`config.mk`:
```
export PLATFORM = sky130hd
export DESIGN_NAME = ram_param
export DESIGN_NICKNAME = d
export VERILOG_FILES = /design/src/rtl/ram_pkg.sv /design/src/rtl/ram_clr_fsm.sv /design/src/rtl/ram_param.sv
export SDC_FILE = /design/constraint.sdc
export NUM_CORES = 1
export LEC_CHECK = 0
export BUFFER_PORTS_ARGS = -buffer_cell sky130_fd_sc_hd__buf_2
export CORE_UTILIZATION = 40
export CTS_CLUSTER_SIZE = 40
export DETAILED_ROUTE_END_ITERATION = 10
export REMOVE_ABC_BUFFERS = 1
export SYNTH_ARGS = -nofsm -noshare
export SYNTH_HDL_FRONTEND = slang
export SYNTH_SLANG_ARGS = --single-unit
```
`constraint.sdc`:
```
create_clock -name clk -period 7.9 [get_ports clk]
set_clock_uncertainty 0.15 [all_clocks]
set_input_delay 0.395 -clock clk [delete_from_list [all_inputs] [get_ports clk]]
set_output_delay 0.395 -clock clk [all_outputs]
set_load 0.05 [all_outputs]
```
`src/rtl/ram_pkg.sv`:
```
// ---------------------------------------------------------------------------
// ram_pkg : shared defaults and clear-FSM state type for ram_param
// Rev 1.0
// ---------------------------------------------------------------------------
`default_nettype none

package ram_pkg;

  localparam int c_data_w_def = 16;
  localparam int c_depth_def  = 10;
  localparam int c_addr_w_def = 6;

  typedef enum logic [0:0] {
    IDLE  = 1'b0,
    CLEAR = 1'b1
  } clr_state_t;

endpackage

`default_nettype wire

```
`src/rtl/ram_clr_fsm.sv`:
```
// ---------------------------------------------------------------------------
// ram_clr_fsm : walks a zero-write over every word after reset or on request
// Rev 1.0
// ---------------------------------------------------------------------------
`default_nettype none

module ram_clr_fsm
  import ram_pkg::*;
#(
  parameter int DEPTH  = c_depth_def,
  parameter int ADDR_W = c_addr_w_def
) (
  input  logic              clk,
  input  logic              rst_n,
  input  logic              clr_req,
  output logic              busy,
  output logic [ADDR_W-1:0] clr_addr,
  output logic              clr_we
);

  localparam logic [ADDR_W-1:0] c_last = ADDR_W'(DEPTH - 1);

  clr_state_t        r_state;
  clr_state_t        w_state_nxt;
  logic [ADDR_W-1:0] r_cnt;
  logic [ADDR_W-1:0] w_cnt_nxt;

  // Reset parks the FSM in CLEAR so the array is always initialised on release
  always_ff @(posedge clk or negedge rst_n) begin
    if (!rst_n) begin
      r_state <= CLEAR;
      r_cnt   <= '0;
    end else begin
      r_state <= w_state_nxt;
      r_cnt   <= w_cnt_nxt;
    end
  end

  always_comb begin
    w_state_nxt = r_state;
    w_cnt_nxt   = r_cnt;
    busy        = 1'b0;
    clr_we      = 1'b0;
    clr_addr    = r_cnt;
    case (r_state)
      IDLE: begin
        if (clr_req) begin
          w_state_nxt = CLEAR;
          w_cnt_nxt   = '0;
        end
      end
      CLEAR: begin
        busy   = 1'b1;
        clr_we = 1'b1;
        if (r_cnt == c_last) begin
          w_state_nxt = IDLE;
          w_cnt_nxt   = '0;
        end else begin
          w_cnt_nxt = r_cnt + ADDR_W'(1);
        end
      end
      default: begin
        w_state_nxt = IDLE;
        w_cnt_nxt   = '0;
      end
    endcase
  end

endmodule

`default_nettype wire

```
`src/rtl/ram_param.sv`:
```
// ---------------------------------------------------------------------------
// ram_param : byte-enabled 1R1W RAM with write-first read, range error pulse
//             and a hardware clear sequence
// Rev 1.0
// ---------------------------------------------------------------------------
`default_nettype none

module ram_param
  import ram_pkg::*;
#(
  parameter int DATA_W = c_data_w_def,
  parameter int DEPTH  = c_depth_def,
  parameter int ADDR_W = c_addr_w_def
) (
  input  logic                clk,
  input  logic                rst_n,
  input  logic                clr_req,
  output logic                busy,
  input  logic                we,
  input  logic [DATA_W/8-1:0] be,
  input  logic [ADDR_W-1:0]   wa,
  input  logic [DATA_W-1:0]   wd,
  input  logic                re,
  input  logic [ADDR_W-1:0]   ra,
  output logic [DATA_W-1:0]   rd,
  output logic                rvalid,
  output logic                err
);

  localparam int              c_nbytes = DATA_W / 8;
  localparam int              c_idx_w  = (DEPTH > 1) ? $clog2(DEPTH) : 1;
  localparam logic [ADDR_W:0] c_depth  = (ADDR_W + 1)'(DEPTH);

  generate
    if (DATA_W % 8 != 0) begin : g_bad_data_w
      $error("ram_param: DATA_W must be a multiple of 8");
    end
    if (DEPTH > 2 ** ADDR_W) begin : g_bad_depth
      $error("ram_param: DEPTH exceeds 2**ADDR_W");
    end
  endgenerate

  logic [DATA_W-1:0]  r_mem [DEPTH];
  logic               w_clr_we;
  logic [ADDR_W-1:0]  w_clr_addr;
  logic               w_wr_req;
  logic               w_rd_req;
  logic               w_wa_ok;
  logic               w_ra_ok;
  logic               w_wr_ok;
  logic [c_idx_w-1:0] w_wa_idx;
  logic [c_idx_w-1:0] w_ra_idx;
  logic [c_idx_w-1:0] w_clr_idx;
  logic [DATA_W-1:0]  w_old;
  logic [DATA_W-1:0]  w_merged;
  logic [DATA_W-1:0]  w_rd_nxt;

  ram_clr_fsm #(
    .DEPTH  (DEPTH),
    .ADDR_W (ADDR_W)
  ) u_clr_fsm (
    .clk      (clk),
    .rst_n    (rst_n),
    .clr_req  (clr_req),
    .busy     (busy),
    .clr_addr (w_clr_addr),
    .clr_we   (w_clr_we)
  );

  // User strobes are dead while the clear sequence owns the array
  assign w_wr_req  = we & ~busy;
  assign w_rd_req  = re & ~busy;
  assign w_wa_ok   = {1'b0, wa} < c_depth;
  assign w_ra_ok   = {1'b0, ra} < c_depth;
  assign w_wr_ok   = w_wr_req & w_wa_ok;
  assign w_wa_idx  = wa[c_idx_w-1:0];
  assign w_ra_idx  = ra[c_idx_w-1:0];
  assign w_clr_idx = w_clr_addr[c_idx_w-1:0];
  assign w_old     = w_wa_ok ? r_mem[w_wa_idx] : '0;

  generate
    for (genvar gi = 0; gi < c_nbytes; gi++) begin : g_byte
      assign w_merged[8*gi +: 8] = be[gi] ? wd[8*gi +: 8] : w_old[8*gi +: 8];
    end
  endgenerate

  // Write-first: a same-address read sees the merged word being written
  always_comb begin
    w_rd_nxt = '0;
    if (w_ra_ok) begin
      if (w_wr_ok && (wa == ra)) begin
        w_rd_nxt = w_merged;
      end else begin
        w_rd_nxt = r_mem[w_ra_idx];
      end
    end
  end

  always_ff @(posedge clk) begin
    if (w_clr_we) begin
      r_mem[w_clr_idx] <= '0;
    end else if (w_wr_ok) begin
      r_mem[w_wa_idx] <= w_merged;
    end
  end

  always_ff @(posedge clk or negedge rst_n) begin
    if (!rst_n) begin
      rd     <= '0;
      rvalid <= 1'b0;
      err    <= 1'b0;
    end else begin
      rvalid <= w_rd_req;
      err    <= (w_wr_req & ~w_wa_ok) | (w_rd_req & ~w_ra_ok);
      if (w_rd_req) begin
        rd <= w_rd_nxt;
      end
    end
  end

endmodule

`default_nettype wire

```
==> results.sh <==
export IMPL_outcome="finished clean"
export IMPL_synth_edf_count=160
export IMPL_cap_violations=0
export IMPL_place_inst=864
export IMPL_portBuffers=53
export IMPL_fin_area_sq_um=9970
export IMPL_leakage_nw=3.49
export IMPL_die_area_sq_um=22900
export IMPL_crit_path_max_incr_delay_ns=1.28
export IMPL_path_delay_family="compound AO/OA/AOI/OAI gates"
export IMPL_grt_usage=0.208
export IMPL_start_kind="primary input"
export IMPL_setup_viol=0
export IMPL_dpl_cell_area_sq_um=9380
export IMPL_fillers=1861
export IMPL_synth_seq_cells=185
export IMPL_drt_iter0_drc=375
export IMPL_clk_path_buf_depth=2
export IMPL_cts_setup_buffers=0
export IMPL_peakVddDrop_uv=138
export IMPL_worst_slack_ns=4.40
export IMPL_overflow=0
export IMPL_cts_sinks=185
export IMPL_io_pins=54
export IMPL_ctsResizeCount=0
export IMPL_die_h_microns=151
export IMPL_slew_headroom=0.0546
export IMPL_initial_core_util=0.408
export IMPL_critPathKind="primary input to flip-flop"
export IMPL_min_period_ns=3.50
export IMPL_clock_latency_ns=0.43
export IMPL_hold_class="primary input to flip-flop"
export IMPL_setup_tns_ns=0
export IMPL_instances_no_fill=897
export IMPL_cts_root_buf="clkbuf_16"
export IMPL_grt_pass1_wl_microns=33800
export IMPL_seq_area_sq_um=5430
export IMPL_dp_slack_ns=3.87
export IMPL_die_w_microns=151
export IMPL_core_rowCount=54
export IMPL_crit_fanout=38
export IMPL_syn2layout_area_growth_pct=11.9
export IMPL_detail_route_antenna_nets=0
export IMPL_finalNetCount=641
export IMPL_slew_violations=0
export IMPL_multi_input_area_sq_um=3290
export IMPL_power_density_nw_per_um2=292
export IMPL_cpMaxStageDelayCell="o41ai_2"
export IMPL_synthArstFlopShare=0.135
export IMPL_final_common_cell="edfxtp_1"
export IMPL_cp_arrival_ns=3.48
export IMPL_vias=5460
export IMPL_coreArea_sq_um=21800
export IMPL_ys_flop_type="edfxtp_1"
export IMPL_synthCells=565
export IMPL_grt_max_degree=55
export IMPL_crit_buf_inv=3
export IMPL_remaining_drc_errors=0
export IMPL_critPathCaptureType="flip-flop"
export IMPL_htreeDepth=4
export IMPL_synth_area_per_cell_sq_um=15.8
export IMPL_firstDrtPassIters=5
export IMPL_grt_antenna_before_repair=0
export IMPL_netlist_area_sq_um=8910
export IMPL_drive_gt1_frac=0.297
export IMPL_post_drt_wl_per_cell_microns=24.8
export IMPL_min_period_over_period=0.442
export IMPL_rsz0062_at_grt="false"
export IMPL_wirelength_microns=22200
export IMPL_diodes=0
export IMPL_crit_top_cell="buf_4"
export IMPL_final_cell_mix="edfxtp_1, mux4_2, buf_2"
export IMPL_critical_path_required_ns=7.88
export IMPL_ys_seq_area_frac=0.610
export IMPL_synth_cell_types=48
export IMPL_dp_hpwl_microns=13500
export IMPL_yosysWarnings=0
export IMPL_clk_pin_slew_worst_paths_ns=0.07
export IMPL_cts_hold_buf=1
export IMPL_cts_tree="yes"
export IMPL_crit_chain="buf_2 > buf_4 > o21ai_1 > nand4_2 > o41ai_2 > buf_4"
export IMPL_finalHoldViolCount=0
export IMPL_grt_pass1_vias=5711
export IMPL_cts_buffers=17
export IMPL_viasPerCell=6.09
export IMPL_gp_congestion=0.793
export IMPL_max_freq_mhz=286
export IMPL_tightest_slew_ns=1.41
## report_power, final
group | switching, W | internal, W | total (W)
clock network | 0.000403 | 0.000448 | 0.000852
registers | 0.000112 | 0.00129 | 0.00140
logic | 0.000429 | 0.000232 | 0.000662
## cell families (layout without fill, tap and decap cells)
group / Yosys count / after routing / share of synthesized area
DFF: 185 / 185 / 0.610
muxes: 111 / 111 / 0.217
xor gates and xnor gates: 8 / 8 / 0.00786
AOI/OAI and AO/OA: 104 / 104 / 0.0799
adders and majority gates: 2 / 2 / 0.00281
and+or+nand+nor: 113 / 113 / 0.0586
buffers and inverters: 42 / 94 / 0.0246
## Yosys cell counts, types with 4 or more instances
cell type  instances  share of area
edfxtp_1         160           0.54
mux4_2            64           0.16
nand2_1           44          0.019
nor2_1            36          0.015
mux2i_1           32          0.036
dfrtp_1           24          0.067
o21ai_0           24          0.013
o21ai_1           22          0.012
clkbuf_1          17         0.0072
a2bb2oi_1         15          0.015
mux2_2            15          0.019
buf_2             11         0.0062
a211oi_1           9         0.0076
and3_1             9         0.0063
a22oi_1            8         0.0067
o211a_1            8         0.0090
xnor2_1            6         0.0059
a21oi_1            5         0.0028
inv_1              5         0.0021
nand3_1            5         0.0028
nor3_1             5         0.0028
buf_1              4         0.0017
nor2b_1            4         0.0028
## cell type report
| class | instances | share of cell area |
|---|---|---|
| clock inverter | 15 | 0.0158 |
| inverter | 5 | 0.00188 |
| multi-input combinational | 338 | 0.330 |
| sequential | 185 | 0.545 |
| clock buffer | 17 | 0.0427 |
| tap | 280 | 0.0351 |
| timing repair buffer | 57 | 0.0304 |
## per-stage QoR
| step | util | hold slack, ns | power (W) |
|---|---|---|---|
| floorplan | - | -0.0506 | 0.00182 |
| global placement | 0.430 | 0.319 | 0.00205 |
| detailed placement | 0.430 | 0.324 | 0.00208 |
| CTS | 0.457 | 0.0141 | 0.00292 |
| global route | 0.457 | 0.0163 | 0.00302 |
| finish | 0.457 | 0.0314 | 0.00291 |
## sequential cells by signal, indices dropped and copies added, names as in the netlist
| register | count |
|---|---|
| rvalid | 1 |
| err | 1 |
| u_clr_fsm.clr_addr | 6 |
| u_clr_fsm.r_state | 1 |
| rd | 16 |
| r_mem | 160 |
## metal layers
layer,global-route usage,vias to the layer above,part of all wire
met5,0,-,0
met4,0.0870,0,0.027
met3,0.0346,46,0.060
met2,0.339,237,0.50
met1,0.275,2813,0.42
li1,-,2364,-
## worst paths after layout
check,startpoint,endpoint,slack [ns],depth (start not counted)
setup / recovery,wa[2],r_mem[8][15]$_DFFE_PP_,4.40,6
hold / removal,clr_req,u_clr_fsm.clr_addr[4]$_DFFE_PN0P_,0.03,2
setup reg to reg,u_clr_fsm.r_state$_DFF_PN1_,r_mem[8][15]$_DFFE_PP_,4.45,4
hold reg to reg,u_clr_fsm.clr_addr[5]$_DFFE_PN0P_,u_clr_fsm.clr_addr[5]$_DFFE_PN0P_,0.34,1
max in group asynchronous,rst_n,rd[6]$_DFFE_PN0P_,6.75,2
min in group asynchronous,rst_n,rd[13]$_DFFE_PN0P_,0.39,2
## worst register-to-register path, stage by stage (launching register included)
cell and delay (ns):
dfstp_2 0.43, inv_1 0.19, nand4_2 0.73, o41ai_2 1.29, buf_4 0.37
Power figures use the tool's default switching activity.
